**src/rtl/dmem_arbiter_pkg.sv**
```systemverilog
// Shared definitions for the data-memory arbiter slice.
// Owner encoding, byte-enable width and the default loader starvation limit.
// Imported by dmem_arbiter and arb_starve_ctr.
package mem_arb_pkg;

    // Which master owned a memory slot
    typedef enum logic {
        OWN_CPU = 1'b0,
        OWN_LDR = 1'b1
    } owner_e;

    localparam int BE_W           = 4;
    localparam int STARVE_LIM_DEF = 4;

endpackage

```
**src/rtl/dmem_arbiter_starve_ctr.sv**
```systemverilog
// Loader grant decision plus the starvation counter that bounds loader wait.
// Latency: grant is combinational in the request cycle; counter updates on CLK.
// Backpressure: a loader request that is not granted simply counts up until forced.
module arb_starve_ctr
    import mem_arb_pkg::*;
#(
    parameter int STARVE_LIM = STARVE_LIM_DEF
) (
    input  logic CLK,
    input  logic rst,
    input  logic cpu_req,
    input  logic ldr_req,
    input  logic ldr_lock,
    output logic gnt_ldr
);

    localparam logic [3:0] LIM_M1 = 4'(STARVE_LIM - 1);

    logic [3:0] starve_cnt;

    // Loader wins when locked, when the CPU is idle, or when it has waited long enough.
    // Held low in reset so nothing is granted while the system is coming up.
    assign gnt_ldr = ~rst & ldr_req & (ldr_lock | ~cpu_req | (starve_cnt == LIM_M1));

    // Count consecutive denied loader cycles, saturating at the forcing threshold
    always_ff @(posedge CLK) begin
        if (rst) begin
            starve_cnt <= 4'd0;
        end else if (~ldr_req | gnt_ldr) begin
            starve_cnt <= 4'd0;
        end else if (starve_cnt != LIM_M1) begin
            starve_cnt <= starve_cnt + 4'd1;
        end
    end

endmodule

```
**src/rtl/dmem_arbiter.sv**
```systemverilog
// Shares the single mem_array data port between the MIPS core and a loader master.
// Latency: grant/mux combinational; read data returns one cycle after the granted read.
// Backpressure: CPU gets cpu_stall for every lost slot; loader retries until ldr_gnt.
module dmem_arbiter
    import mem_arb_pkg::*;
#(
    parameter int STARVE_LIM = STARVE_LIM_DEF,
    parameter int AW         = 32,
    parameter int DW         = 32
) (
    input  logic            CLK,
    input  logic            rst,
    input  logic            cpu_req,
    input  logic [AW-1:0]   cpu_addr,
    input  logic [BE_W-1:0] cpu_wr_en,
    input  logic [DW-1:0]   cpu_wdata,
    output logic [DW-1:0]   cpu_rdata,
    output logic            cpu_stall,
    input  logic            ldr_req,
    input  logic            ldr_lock,
    input  logic [AW-1:0]   ldr_addr,
    input  logic [BE_W-1:0] ldr_wr_en,
    input  logic [DW-1:0]   ldr_wdata,
    output logic            ldr_gnt,
    output logic [DW-1:0]   ldr_rdata,
    output logic            ldr_rvalid,
    output logic [AW-1:0]   mem_addr,
    output logic [DW-1:0]   mem_din,
    output logic [BE_W-1:0] mem_wren,
    input  logic [DW-1:0]   mem_dout
);

    logic   gnt_ldr;
    logic   cpu_own;
    logic   slot_rd;
    owner_e slot_owner;

    logic   rd_pend_q;
    owner_e rd_owner_q;
    logic [DW-1:0] cpu_rdata_q;

    arb_starve_ctr #(
        .STARVE_LIM (STARVE_LIM)
    ) u_starve (
        .CLK      (CLK),
        .rst      (rst),
        .cpu_req  (cpu_req),
        .ldr_req  (ldr_req),
        .ldr_lock (ldr_lock),
        .gnt_ldr  (gnt_ldr)
    );

    assign cpu_own    = cpu_req & ~gnt_ldr & ~rst;
    assign slot_owner = gnt_ldr ? OWN_LDR : OWN_CPU;
    assign slot_rd    = (gnt_ldr & (ldr_wr_en == '0)) | (cpu_own & (cpu_wr_en == '0));

    assign ldr_gnt   = gnt_ldr;
    assign cpu_stall = cpu_req & gnt_ldr;

    // Owner drives the port; an idle slot parks on the CPU address with writes off
    assign mem_addr = gnt_ldr ? ldr_addr  : cpu_addr;
    assign mem_din  = gnt_ldr ? ldr_wdata : cpu_wdata;
    assign mem_wren = gnt_ldr ? ldr_wr_en : (cpu_own ? cpu_wr_en : '0);

    // Remember who owned each slot and whether it was a read, to steer the return
    always_ff @(posedge CLK) begin
        if (rst) begin
            rd_pend_q  <= 1'b0;
            rd_owner_q <= OWN_CPU;
        end else begin
            rd_pend_q  <= slot_rd;
            rd_owner_q <= slot_owner;
        end
    end

    // Keep the last CPU read word so a loader slot never leaks into cpu_rdata
    always_ff @(posedge CLK) begin
        if (rst) begin
            cpu_rdata_q <= '0;
        end else if (rd_pend_q && (rd_owner_q == OWN_CPU)) begin
            cpu_rdata_q <= mem_dout;
        end
    end

    assign ldr_rdata  = mem_dout;
    assign ldr_rvalid = ~rst & rd_pend_q & (rd_owner_q == OWN_LDR);
    assign cpu_rdata  = rst ? '0 : ((rd_owner_q == OWN_LDR) ? cpu_rdata_q : mem_dout);

endmodule

```
**config.mk**
```make
export PLATFORM = sky130hd
export DESIGN_NAME = dmem_arbiter
export DESIGN_NICKNAME = d
export VERILOG_FILES = /design/src/rtl/dmem_arbiter_pkg.sv /design/src/rtl/dmem_arbiter_starve_ctr.sv /design/src/rtl/dmem_arbiter.sv
export SDC_FILE = /design/constraint.sdc
export NUM_CORES = 1
export LEC_CHECK = 0
export CAP_MARGIN = 20
export CORE_ASPECT_RATIO = 0.6
export CORE_MARGIN = 10
export CORE_UTILIZATION = 32
export DETAILED_ROUTE_END_ITERATION = 8
export GPL_ROUTABILITY_DRIVEN = 0
export PLACE_DENSITY = 0.89
export SLEW_MARGIN = 20
export SYNTH_ARGS = -nofsm -noshare
export SYNTH_HDL_FRONTEND = slang
export SYNTH_SLANG_ARGS = --single-unit
```
**constraint.sdc**
```tcl
create_clock -name CLK -period 2.7 [get_ports CLK]
set_input_delay 0.27 -clock CLK [delete_from_list [all_inputs] [get_ports CLK]]
set_output_delay 0.27 -clock CLK [all_outputs]
set_load 0.05 [all_outputs]
```
==> results.json <==
{
  "outcome": "finished clean",
  "whs_path_depth": 2,
  "setup-violations-final": 0,
  "postRouteAntennaNets": 0,
  "io_pins": 308,
  "synth.yosys.seq_area_share_pct": 24.7,
  "grt_antenna_before_repair": 1,
  "layout-drive-gt1-share_pct": 24.5,
  "cp-start-kind": "register",
  "rsz0062_at_grt": "false",
  "cts_buffers": 5,
  "startpoint": "rd_owner_q",
  "fp.dieW_um": 147,
  "nets": 799,
  "cts_root_buf": "clkbuf_16",
  "synth_ff_type": "dfxtp_1",
  "ys_types": 31,
  "maxSlewViolCount": 0,
  "core_um2": 9290,
  "tns_ps": 0,
  "hold_path.class": "in -> reg",
  "r2r_start": "rd_owner_q",
  "first_global_vias": 3708,
  "rrSetupSlack_ps": 910,
  "vias": 3542,
  "required_ps": 2430,
  "synth_area_um2": 3080,
  "multi_input_area_um2": 1940,
  "tightest_slew_ps": 563,
  "period_share_pct": 92.5,
  "drc": 0,
  "die_y_um": 96.0,
  "cts_resized": 0,
  "cp_data_arrival_time_ps": 2230,
  "whs_ps": 419,
  "ys_ff_latch": 38,
  "cp_max_fo": 19,
  "detail_route.vias_per_cell": 4.69,
  "h-tree-depth": 2,
  "fin_crit_ps": 2500,
  "hold_path_startpoint": "rst",
  "synth_edf_count": 0,
  "cts_tree": "yes",
  "max_slew_margin_pct": 62.3,
  "initial_core_util_pct": 33.2,
  "ys_async_sr_fraction_pct": 0,
  "routedWlPerCell_um": 22.7,
  "netlist_instances": 364,
  "rows": 27,
  "syn_to_final_growth_pct": 98.7,
  "holdPathEnd": "cpu_rdata_q[30]",
  "yosys_warnings": 0,
  "path_clk_slew_ps": 60,
  "first_pass_iters": 4,
  "max-vdd-ir-drop_v": 0.000226,
  "rr_endpoint": "cpu_rdata_q[5]",
  "grt_max_degree": 57,
  "reg2reg_depth": 4,
  "critPathKind": "reg -> out",
  "fin_skew_ps": 3.29,
  "syn_nets": 538,
  "synth_top_area_share_pct": 24.7,
  "p_per_area_nw_per_um2": 413,
  "cts.sinks": 38,
  "gr-usage-all-layers_pct": 21.7,
  "synth_top_area_cell": "dfxtp_1",
  "max_freq_mhz": 401,
  "final-seq-area_um2": 762,
  "postCtsSetupBuffers": 0,
  "clk_latency_ps": 280,
  "grt_overflow_total": 0,
  "hpwlAfterDp_um": 15000,
  "maxCapViolCount": 0,
  "port-buffer-count": 307,
  "fill_cells": 743,
  "p_leak_nw": 2.46,
  "die-area_um2": 14100,
  "hold_buffers": 0,
  "avgSynthCellArea_um2": 8.47,
  "routed_wl_um": 17100,
  "synth.area.top_cells": "dfxtp_1 25%, mux2_2 14%, mux2_4 13%, mux2i_1 11%, nand2_1 7.9%",
  "grt_pass1_wl_um": 23500,
  "cts.path.max_buffers": 2,
  "drtIter0Drc": 113,
  "hold_viol": 0,
  "end_kind": "primary output"
}
## flip-flops by register name (all words and copies together) (netlist names)
register and cells:
u_starve.starve_cnt 4, rd_owner_q 1, cpu_rdata_q 32, rd_pend_q 1
## per-layer routing
layer | GRT usage (%) | wire length (µm)
met1 | 24.3 | 6420
met2 | 40.6 | 9240
met3 | 5.57 | 1080
met4 | 6.38 | 381
met5 | 0 | 0
## how the worst max path moves through the flow
stage | end | slack (ps) | cells after the start
global route | cpu_rdata[1] | 90 | 4
global placement | mem_addr[25] | 360 | 6
floorplan | cpu_stall | 530 | 6
detailed placement | mem_addr[25] | 270 | 6
CTS | cpu_rdata[1] | 210 | 4
finish | cpu_rdata[2] | 200 | 4
## stage by stage
stage                     power, mW  cell area (µm²)  setup WS, ps  instances  util, %
after floorplan                1.32             3080           532        364        -
after global placement         1.86             5950           358        748     64.1
after detailed placement       1.87             5950           270        748     64.1
after CTS                      2.56             6120           209        755     65.9
after global routing           2.63             6120          90.5        756     65.9
final                          2.53             6120           204        756     65.9
## cell usage in the layout (no fill, tap or decap), drive strengths merged
master	instances
and3b	1
or3	1
a21boi	1
o211ai	4
nor3	4
nand2	65
o21ai	2
diode	1
clkbuf	6
mux2i	33
nand2b	3
ha	1
dfxtp	38
and3	1
xnor2	1
nand3	5
xor2	1
or4	1
nand4bb	1
nor2b	2
buf	77
a21oi	36
nor3b	1
bufinv	1
or2	1
mux2	64
clkdlybuf4s50	236
inv	3
nor2	35
## layout make-up
type | instances | share of cell area, %
Inverter | 3 | 0.184
Sequential cell | 38 | 12.4
Antenna cell | 1 | 0.0409
Clock buffer | 6 | 2.27
Tap cell | 130 | 2.66
Clock inverter | 1 | 0.490
Timing Repair Buffer | 313 | 50.2
Multi-Input combinational cell | 264 | 31.7
## cells in the mapped netlist (3+ instances only)
library cell / n
a21oi_1: 36
buf_2: 6
buf_4: 32
buf_6: 4
clkbuf_1: 15
dfxtp_1: 38
inv_1: 3
mux2_2: 37
mux2_4: 27
mux2i_1: 33
nand2_1: 65
nand2b_1: 3
nand3_1: 5
nor2_1: 35
nor3_1: 4
o211ai_1: 4
## logic make-up after synthesis
kind of cell	count (synthesis)	share of synthesized area (%)
and+or+nand+nor	121	16.8
muxes	97	37.4
buffers and inverters	62	12.7
AOI/OAI and AO/OA	43	7.51
DFF	38	24.7
xor gates and xnor gates	2	0.569
adders and majority gates	1	0.406
## worst max-delay path, stage by stage (launching register included)
cell and delay, ps:
dfxtp_2 660, buf_12 250, mux2i_1 100, nor2_1 90, clkdlybuf4s50_1 820
## power by group
group | internal, mW | switching (mW) | total, mW
combinational | 0.553 | 0.728 | 1.28
clock | 0.456 | 0.219 | 0.674
sequential | 0.567 | 0.00915 | 0.576
Power figures use the tool's default switching activity.
